--- src/rtl/cache_mem_arbiter_if.sv ---
// Bundle of the two cache-side line-transfer ports and the single word-wide memory port.
// The arbiter takes the master modport; the caches and memory together drive the slave side.
interface cache_mem_arbiter_if #(
  parameter int unsigned ADR_WIDTH   = 32,
  parameter int unsigned DATA_WIDTH  = 32,
  parameter int unsigned WORD_OFFSET = 2
);
  logic                   c0_req_i;
  logic [ADR_WIDTH-1:0]   c0_adr_i;
  logic                   c0_rdwr_i;
  logic [DATA_WIDTH-1:0]  c0_dat_i;
  logic [WORD_OFFSET-1:0] c0_word_o;
  logic                   c0_ack_o;
  logic [DATA_WIDTH-1:0]  c0_dat_o;
  logic                   c0_done_o;

  logic                   c1_req_i;
  logic [ADR_WIDTH-1:0]   c1_adr_i;
  logic                   c1_rdwr_i;
  logic [DATA_WIDTH-1:0]  c1_dat_i;
  logic [WORD_OFFSET-1:0] c1_word_o;
  logic                   c1_ack_o;
  logic [DATA_WIDTH-1:0]  c1_dat_o;
  logic                   c1_done_o;

  logic                   mem_req_o;
  logic [ADR_WIDTH-1:0]   mem_adr_o;
  logic                   mem_rdwr_o;
  logic [DATA_WIDTH-1:0]  mem_dat_o;
  logic                   mem_ack_i;
  logic [DATA_WIDTH-1:0]  mem_dat_i;

  modport master (
    input  c0_req_i, c0_adr_i, c0_rdwr_i, c0_dat_i,
    output c0_word_o, c0_ack_o, c0_dat_o, c0_done_o,
    input  c1_req_i, c1_adr_i, c1_rdwr_i, c1_dat_i,
    output c1_word_o, c1_ack_o, c1_dat_o, c1_done_o,
    output mem_req_o, mem_adr_o, mem_rdwr_o, mem_dat_o,
    input  mem_ack_i, mem_dat_i
  );

  modport slave (
    output c0_req_i, c0_adr_i, c0_rdwr_i, c0_dat_i,
    input  c0_word_o, c0_ack_o, c0_dat_o, c0_done_o,
    output c1_req_i, c1_adr_i, c1_rdwr_i, c1_dat_i,
    input  c1_word_o, c1_ack_o, c1_dat_o, c1_done_o,
    input  mem_req_o, mem_adr_o, mem_rdwr_o, mem_dat_o,
    output mem_ack_i, mem_dat_i
  );
endinterface

--- src/rtl/cache_mem_arbiter.sv ---
// Round-robin arbiter granting the memory port to the I-cache (c0) or D-cache (c1) for a
// whole-line burst of single-word req/ack transactions.
module cache_mem_arbiter #(
  parameter int unsigned ADR_WIDTH   = 32,
  parameter int unsigned DATA_WIDTH  = 32,
  parameter int unsigned WORD_OFFSET = 2
) (
  input logic                 clk,
  input logic                 rst,
  cache_mem_arbiter_if.master bus
);
  localparam int unsigned BaseWidth = ADR_WIDTH - WORD_OFFSET - 2;

  typedef enum logic [1:0] {StIdle, StXfer, StGap, StDone} state_e;

  state_e                 state_q, state_d;
  logic [WORD_OFFSET-1:0] word_cnt_q, word_cnt_d;
  logic [BaseWidth-1:0]   base_q, base_d;
  logic                   rdwr_q, rdwr_d;
  logic                   gnt_q, gnt_d;
  logic                   last_q, last_d;
  logic [DATA_WIDTH-1:0]  dat0_q, dat0_d;
  logic [DATA_WIDTH-1:0]  dat1_q, dat1_d;

  logic                   any_req;
  logic                   pick;

  // On a tie the requester that was not served last wins.
  always_comb begin
    any_req = bus.c0_req_i | bus.c1_req_i;
    if (bus.c0_req_i && bus.c1_req_i) begin
      pick = ~last_q;
    end else begin
      pick = bus.c1_req_i;
    end
  end

  always_ff @(posedge clk) begin
    if (!rst) begin
      state_q    <= StIdle;
      word_cnt_q <= '0;
      base_q     <= '0;
      rdwr_q     <= 1'b0;
      gnt_q      <= 1'b0;
      last_q     <= 1'b1;
      dat0_q     <= '0;
      dat1_q     <= '0;
    end else begin
      state_q    <= state_d;
      word_cnt_q <= word_cnt_d;
      base_q     <= base_d;
      rdwr_q     <= rdwr_d;
      gnt_q      <= gnt_d;
      last_q     <= last_d;
      dat0_q     <= dat0_d;
      dat1_q     <= dat1_d;
    end
  end

  always_comb begin
    state_d    = state_q;
    word_cnt_d = word_cnt_q;
    base_d     = base_q;
    rdwr_d     = rdwr_q;
    gnt_d      = gnt_q;
    last_d     = last_q;
    dat0_d     = dat0_q;
    dat1_d     = dat1_q;
    unique case (state_q)
      StIdle: begin
        if (any_req) begin
          gnt_d      = pick;
          last_d     = pick;
          rdwr_d     = pick ? bus.c1_rdwr_i : bus.c0_rdwr_i;
          base_d     = pick ? bus.c1_adr_i[ADR_WIDTH-1 -: BaseWidth]
                            : bus.c0_adr_i[ADR_WIDTH-1 -: BaseWidth];
          word_cnt_d = '0;
          state_d    = StXfer;
        end
      end
      StXfer: begin
        if (bus.mem_ack_i) begin
          if (gnt_q) begin
            dat1_d = bus.mem_dat_i;
          end else begin
            dat0_d = bus.mem_dat_i;
          end
          word_cnt_d = word_cnt_q + 1'b1;
          state_d    = (word_cnt_q == '1) ? StDone : StGap;
        end
      end
      StGap:   state_d = StXfer;
      StDone:  state_d = StIdle;
      default: state_d = StIdle;
    endcase
  end

  // Gap and done cycles keep mem_req_o low so each one-cycle ack is consumed exactly once.
  always_comb begin
    bus.mem_req_o  = 1'b0;
    bus.mem_adr_o  = '0;
    bus.mem_rdwr_o = 1'b0;
    bus.mem_dat_o  = '0;
    bus.c0_word_o  = '0;
    bus.c1_word_o  = '0;
    bus.c0_ack_o   = 1'b0;
    bus.c1_ack_o   = 1'b0;
    bus.c0_done_o  = 1'b0;
    bus.c1_done_o  = 1'b0;
    unique case (state_q)
      StXfer: begin
        bus.mem_req_o  = 1'b1;
        bus.mem_adr_o  = {base_q, word_cnt_q, 2'b00};
        bus.mem_rdwr_o = rdwr_q;
        bus.mem_dat_o  = gnt_q ? bus.c1_dat_i : bus.c0_dat_i;
        if (gnt_q) begin
          bus.c1_word_o = word_cnt_q;
        end else begin
          bus.c0_word_o = word_cnt_q;
        end
      end
      StGap: begin
        bus.c0_ack_o = ~gnt_q;
        bus.c1_ack_o = gnt_q;
      end
      StDone: begin
        bus.c0_ack_o  = ~gnt_q;
        bus.c1_ack_o  = gnt_q;
        bus.c0_done_o = ~gnt_q;
        bus.c1_done_o = gnt_q;
      end
      default: ;
    endcase
  end

  assign bus.c0_dat_o = dat0_q;
  assign bus.c1_dat_o = dat1_q;

endmodule

--- src/flat_wrapper.sv ---
// flat-port wrapper written by rule: the top's interface ports become plain ports
module cache_mem_arbiter_flat 
#(
  parameter int unsigned ADR_WIDTH   = 32,
  parameter int unsigned DATA_WIDTH  = 32,
  parameter int unsigned WORD_OFFSET = 2
)
  (clk, rst, bus_c0_req_i, bus_c0_adr_i, bus_c0_rdwr_i, bus_c0_dat_i, bus_c0_word_o, bus_c0_ack_o, bus_c0_dat_o, bus_c0_done_o, bus_c1_req_i, bus_c1_adr_i, bus_c1_rdwr_i, bus_c1_dat_i, bus_c1_word_o, bus_c1_ack_o, bus_c1_dat_o, bus_c1_done_o, bus_mem_req_o, bus_mem_adr_o, bus_mem_rdwr_o, bus_mem_dat_o, bus_mem_ack_i, bus_mem_dat_i);
  cache_mem_arbiter_if #(.ADR_WIDTH(ADR_WIDTH), .DATA_WIDTH(DATA_WIDTH), .WORD_OFFSET(WORD_OFFSET)) bus_i ();
  input logic clk;
  input logic rst;
  input wire logic [$bits(bus_i.c0_req_i)-1:0] bus_c0_req_i;
  input wire logic [$bits(bus_i.c0_adr_i)-1:0] bus_c0_adr_i;
  input wire logic [$bits(bus_i.c0_rdwr_i)-1:0] bus_c0_rdwr_i;
  input wire logic [$bits(bus_i.c0_dat_i)-1:0] bus_c0_dat_i;
  output wire logic [$bits(bus_i.c0_word_o)-1:0] bus_c0_word_o;
  output wire logic [$bits(bus_i.c0_ack_o)-1:0] bus_c0_ack_o;
  output wire logic [$bits(bus_i.c0_dat_o)-1:0] bus_c0_dat_o;
  output wire logic [$bits(bus_i.c0_done_o)-1:0] bus_c0_done_o;
  input wire logic [$bits(bus_i.c1_req_i)-1:0] bus_c1_req_i;
  input wire logic [$bits(bus_i.c1_adr_i)-1:0] bus_c1_adr_i;
  input wire logic [$bits(bus_i.c1_rdwr_i)-1:0] bus_c1_rdwr_i;
  input wire logic [$bits(bus_i.c1_dat_i)-1:0] bus_c1_dat_i;
  output wire logic [$bits(bus_i.c1_word_o)-1:0] bus_c1_word_o;
  output wire logic [$bits(bus_i.c1_ack_o)-1:0] bus_c1_ack_o;
  output wire logic [$bits(bus_i.c1_dat_o)-1:0] bus_c1_dat_o;
  output wire logic [$bits(bus_i.c1_done_o)-1:0] bus_c1_done_o;
  output wire logic [$bits(bus_i.mem_req_o)-1:0] bus_mem_req_o;
  output wire logic [$bits(bus_i.mem_adr_o)-1:0] bus_mem_adr_o;
  output wire logic [$bits(bus_i.mem_rdwr_o)-1:0] bus_mem_rdwr_o;
  output wire logic [$bits(bus_i.mem_dat_o)-1:0] bus_mem_dat_o;
  input wire logic [$bits(bus_i.mem_ack_i)-1:0] bus_mem_ack_i;
  input wire logic [$bits(bus_i.mem_dat_i)-1:0] bus_mem_dat_i;
  assign bus_i.c0_req_i = bus_c0_req_i;
  assign bus_i.c0_adr_i = bus_c0_adr_i;
  assign bus_i.c0_rdwr_i = bus_c0_rdwr_i;
  assign bus_i.c0_dat_i = bus_c0_dat_i;
  assign bus_c0_word_o = bus_i.c0_word_o;
  assign bus_c0_ack_o = bus_i.c0_ack_o;
  assign bus_c0_dat_o = bus_i.c0_dat_o;
  assign bus_c0_done_o = bus_i.c0_done_o;
  assign bus_i.c1_req_i = bus_c1_req_i;
  assign bus_i.c1_adr_i = bus_c1_adr_i;
  assign bus_i.c1_rdwr_i = bus_c1_rdwr_i;
  assign bus_i.c1_dat_i = bus_c1_dat_i;
  assign bus_c1_word_o = bus_i.c1_word_o;
  assign bus_c1_ack_o = bus_i.c1_ack_o;
  assign bus_c1_dat_o = bus_i.c1_dat_o;
  assign bus_c1_done_o = bus_i.c1_done_o;
  assign bus_mem_req_o = bus_i.mem_req_o;
  assign bus_mem_adr_o = bus_i.mem_adr_o;
  assign bus_mem_rdwr_o = bus_i.mem_rdwr_o;
  assign bus_mem_dat_o = bus_i.mem_dat_o;
  assign bus_i.mem_ack_i = bus_mem_ack_i;
  assign bus_i.mem_dat_i = bus_mem_dat_i;
  cache_mem_arbiter #(.ADR_WIDTH(ADR_WIDTH), .DATA_WIDTH(DATA_WIDTH), .WORD_OFFSET(WORD_OFFSET)) u_core (.clk(clk), .rst(rst), .bus(bus_i));
endmodule
--- config.mk ---
export PLATFORM = sky130hd
export DESIGN_NAME = cache_mem_arbiter_flat
export DESIGN_NICKNAME = d
export VERILOG_FILES = /design/src/rtl/cache_mem_arbiter_if.sv /design/src/rtl/cache_mem_arbiter.sv /design/src/flat_wrapper.sv
export SDC_FILE = /design/constraint.sdc
export NUM_CORES = 1
export LEC_CHECK = 0
export BUFFER_PORTS_ARGS = -buffer_cell sky130_fd_sc_hd__buf_4
export CELL_PAD_IN_SITES_DETAIL_PLACEMENT = 1
export CELL_PAD_IN_SITES_GLOBAL_PLACEMENT = 1
export CORE_AREA = 2 2 146 119
export CTS_BUF_LIST = sky130_fd_sc_hd__clkbuf_8 sky130_fd_sc_hd__clkbuf_16
export DETAILED_ROUTE_END_ITERATION = 10
export DIE_AREA = 0 0 148 121
export GPL_ROUTABILITY_DRIVEN = 0
export PLACE_DENSITY = 0.77
export SYNTH_ARGS = -nofsm -noshare
export SYNTH_HDL_FRONTEND = slang
export SYNTH_SLANG_ARGS = --single-unit
--- constraint.sdc ---
create_clock -name clk -period 1.45 [get_ports clk]
set_input_delay 0.29 -clock clk [delete_from_list [all_inputs] [get_ports clk]]
set_output_delay 0.29 -clock clk [all_outputs]
set_load 0.05 [all_outputs]
==> flow_metrics.py <==
metrics = {
    "timing": {
        "finalWorstSetupSlack_ns": -0.3576,
        "setup_viol": 136,
        "grt_setup_unrepaired": "yes",
        "drv_slew": 0,
        "final.setup_skew_ns": 0.006251,
        "hold_viol": 0,
        "clock.fmax_mhz": 553.2,
        "fin_crit_sh_pct": 124.7,
        "min_period_ns": 1.808,
    },
    "clock_network": {
        "cts_buffers": 9,
        "clk_path_buf_depth": 2,
        "clk_pin_slew_ns": 0.07,
        "root_buffer": "clkbuf_16",
        "clock_latency_ns": 0.35,
        "ctsHoldBuffers": 0,
        "h-tree-depth": 3,
        "clock-sinks": 99,
        "tritoncts": "yes",
    },
    "route": {
        "drc": 0,
        "vias_per_cell": 4.993,
        "ant_nets": 0,
        "wl_mm": 23.45,
        "wire_per_inst_microns": 20.75,
        "num_vias": 5642,
        "drt-pass1-iter-count": 6,
        "drt_iter0_markers": 324,
    },
    "logic_synthesis": {
        "synth_largest_area_cell": "dfxtp_1",
        "ys_warn_count": 0,
        "synth.top_cell.area_share_pct": 42.30,
        "ys_ff_latch": 99,
        "syn_area_per_cell_sq_um": 7.784,
        "synth_top_flop_cell": "dfxtp_1",
        "synth_edf_count": 0,
        "netlist_top_cells_area": "dfxtp_1 (42%), nand2_1 (9.9%), nand3_1 (7.0%)",
        "synth_commonest_cells": "nand2_1 (124), dfxtp_1 (99), nand3_1 (66), o21ai_0 (66), nor2_1 (34)",
        "syn_inst": 602,
        "synth_most_common_cell": "nand2_1",
        "synth.cell_area_sq_um": 4686,
        "yosysSeqAreaShare_pct": 42.30,
        "ys_async_sr_fraction_pct": 0,
        "synth_cell_types": 34,
    },
    "critical_path": {
        "max_stage_delay_ns": 0.40,
        "worstPathCellList": "clkbuf_16, buf_12, mux2i_2, nor2_1, buf_6",
        "cp_max_fo": 5,
        "critPathBufInv": 3,
        "startpoint_type": "flop",
        "worstPathRequired_ns": 1.16,
        "critical-path-top-delay-family": "buffers and inverters",
        "end_kind": "primary output",
        "criticalPathCategory": "reg -> out",
        "worstPathArrival_ns": 1.52,
        "crit_path_top_delay_cell": "dfxtp_4",
    },
    "cells_and_area": {
        "nets": 1075,
        "drive_gt1_share_pct": 54.18,
        "diodes": 0,
        "area_growth_syn_to_layout_pct": 95.99,
        "stdcell_count": 1130,
    },
    "power_and_ir_drop": {
        "powerDensity_nw_per_um2": 902.5,
        "power_mw": 8.289,
        "ir_drop_mv": 0.5898,
        "p_leak_nw": 3.858,
    },
    "placed_design": {
        "dp.cells": 1079,
        "portBuffers": 294,
        "dpl.hpwl_mm": 13.50,
        "dpl_worst_slack_ns": -0.02102,
    },
    "floorplanning": {
        "fp.dieW_microns": 148,
        "ios": 305,
        "core_sq_um": 16400,
        "dieArea_sq_um": 17910,
        "start_util_pct": 28.58,
        "fp.dieH_microns": 121,
        "row_count": 42,
    },
    "global_routing": {
        "grt_pass1_wl_mm": 29.69,
        "grt_max_degree": 65,
        "grt-ovfl-total": 0,
        "gr-usage-all-layers_pct": 20.97,
        "antenna_found_initial": 0,
        "grt_pass1_vias": 5414,
    },
    "hold_path": {
        "hold_class": "in -> reg",
    },
    "job": {
        "drv_cap": 0,
    },
    "run_status": {
        "violations": "negative setup slack",
        "outcome": "finished, violations left",
    },
}
==> sequential cells by signal, summed over array words and instances, names as in the netlist <==
name	cells
u_core.base_q	28
u_core.bus.c0_dat_o	32
u_core.bus.c1_dat_o	32
u_core.gnt_q	1
u_core.last_q	1
u_core.rdwr_q	1
u_core.state_q	2
u_core.word_cnt_q	2
==> path summary, 6_finish.rpt <==
| kind | startpoint | end | slack (ns) | depth (start not counted) |
|---|---|---|---|---|
| worst max-delay path | u_core.gnt_q$_SDFFE_PN0P_ | bus_mem_dat_o[31] | -0.36 | 5 |
| worst min register to register | u_core.bus.c1_dat_o[19]$_SDFFE_PN0P_ | u_core.bus.c1_dat_o[19]$_SDFFE_PN0P_ | 0.45 | 2 |
| worst min-delay path | bus_mem_dat_i[12] | u_core.bus.c1_dat_o[12]$_SDFFE_PN0P_ | 0.16 | 3 |
| worst max register to register | u_core.gnt_q$_SDFFE_PN0P_ | u_core.bus.c0_dat_o[26]$_SDFFE_PN0P_ | -0.29 | 8 |
==> stage by stage <==
step | setup TNS [ns] | cell area (sq um) | hold slack (ns) | utilization [%]
6_report | -31.31 | 9184 | 0.1639 | 56.01
5_1_grt | -38.76 | 9184 | 0.1596 | 56.01
4_1_cts | -25.94 | 8322 | 0.1542 | 50.76
3_5_place_dp | -0.02534 | 7569 | 0.4514 | 46.16
3_3_place_gp | -0.004041 | 7569 | 0.4452 | 46.16
2_1_floorplan | -1.741 | 5047 | 0.4204 | -
==> area by class of cell <==
class / count / area, sq um
Multi-Input combinational cell: 439 / 3110
Clock inverter: 4 / 51.30
Tap cell: 220 / 275.3
Fill cell: 1864 / 7212
Clock buffer: 10 / 239.0
Inverter: 3 / 13.76
Timing Repair Buffer: 355 / 3503
Sequential cell: 99 / 1991
==> cell usage in the layout, fill, tap and decap left out, types with 3 or more instances in the layout <==
| cell type | synthesis | final |
|---|---|---|
| buf_4 | 7 | 242 |
| nand2_1 | 124 | 124 |
| dfxtp_1 | 99 | 96 |
| buf_6 | 1 | 64 |
| nand3_1 | 66 | 61 |
| o21ai_1 | 0 | 43 |
| nor2_4 | 0 | 32 |
| a21oi_1 | 30 | 30 |
| a311oi_1 | 29 | 29 |
| mux2i_4 | 0 | 23 |
| buf_12 | 0 | 22 |
| clkbuf_16 | 0 | 21 |
| o21ai_0 | 66 | 19 |
| and2_4 | 1 | 17 |
| and2_2 | 0 | 16 |
| buf_8 | 0 | 15 |
| mux2i_2 | 0 | 8 |
| nand3_2 | 0 | 5 |
| o21ai_2 | 0 | 4 |
| nor2_1 | 34 | 3 |
| and3_4 | 0 | 3 |
| nor2b_4 | 0 | 3 |
==> power by group <==
part | leakage (nW) | switching, mW | internal [mW]
sequential | 0.810 | 0.0884 | 2.87
combinational | 2.91 | 1.61 | 1.26
clock | 0.141 | 1.08 | 1.37
==> tightest hold or removal path, delay by kind of cell <==
| kind | cells | cell delay [ns] |
|---|---|---|
| buf+inv | 1 | 0.08 |
| simple gates | 1 | 0.05 |
| compound gates | 1 | 0.06 |
==> routing by layer <==
layer / vias up / wire [microns] / global-route usage [%]
met5: - / 0 / 0
met4: 0 / 826 / 7.143
met3: 42 / 1380 / 6.241
met2: 195 / 11740 / 36.60
met1: 2726 / 9508 / 24.58
li1: 2679 / - / -
==> repair_timing <==
| action | CTS | global route |
|---|---|---|
| cloned | 2 | 19 |
| endpoints found under the setup margin | 72 | 165 |
| hold endpoints to repair | 0 | 0 |
| resized for setup | 96 | 129 |
| buffers inserted | 5 | 15 |
| pin swaps | 2 | 2 |
==> cells by family after synthesis <==
group	Yosys count	share of synthesized area (%)
AOI/OAI and AO/OA	131	17.30
adders and majority gates	1	0.2670
buffers and inverters	65	6.649
DFF	99	42.30
muxes	32	6.836
other	1	0.08003
and+or+nand+nor	273	26.57
Power figures use the tool's default switching activity.
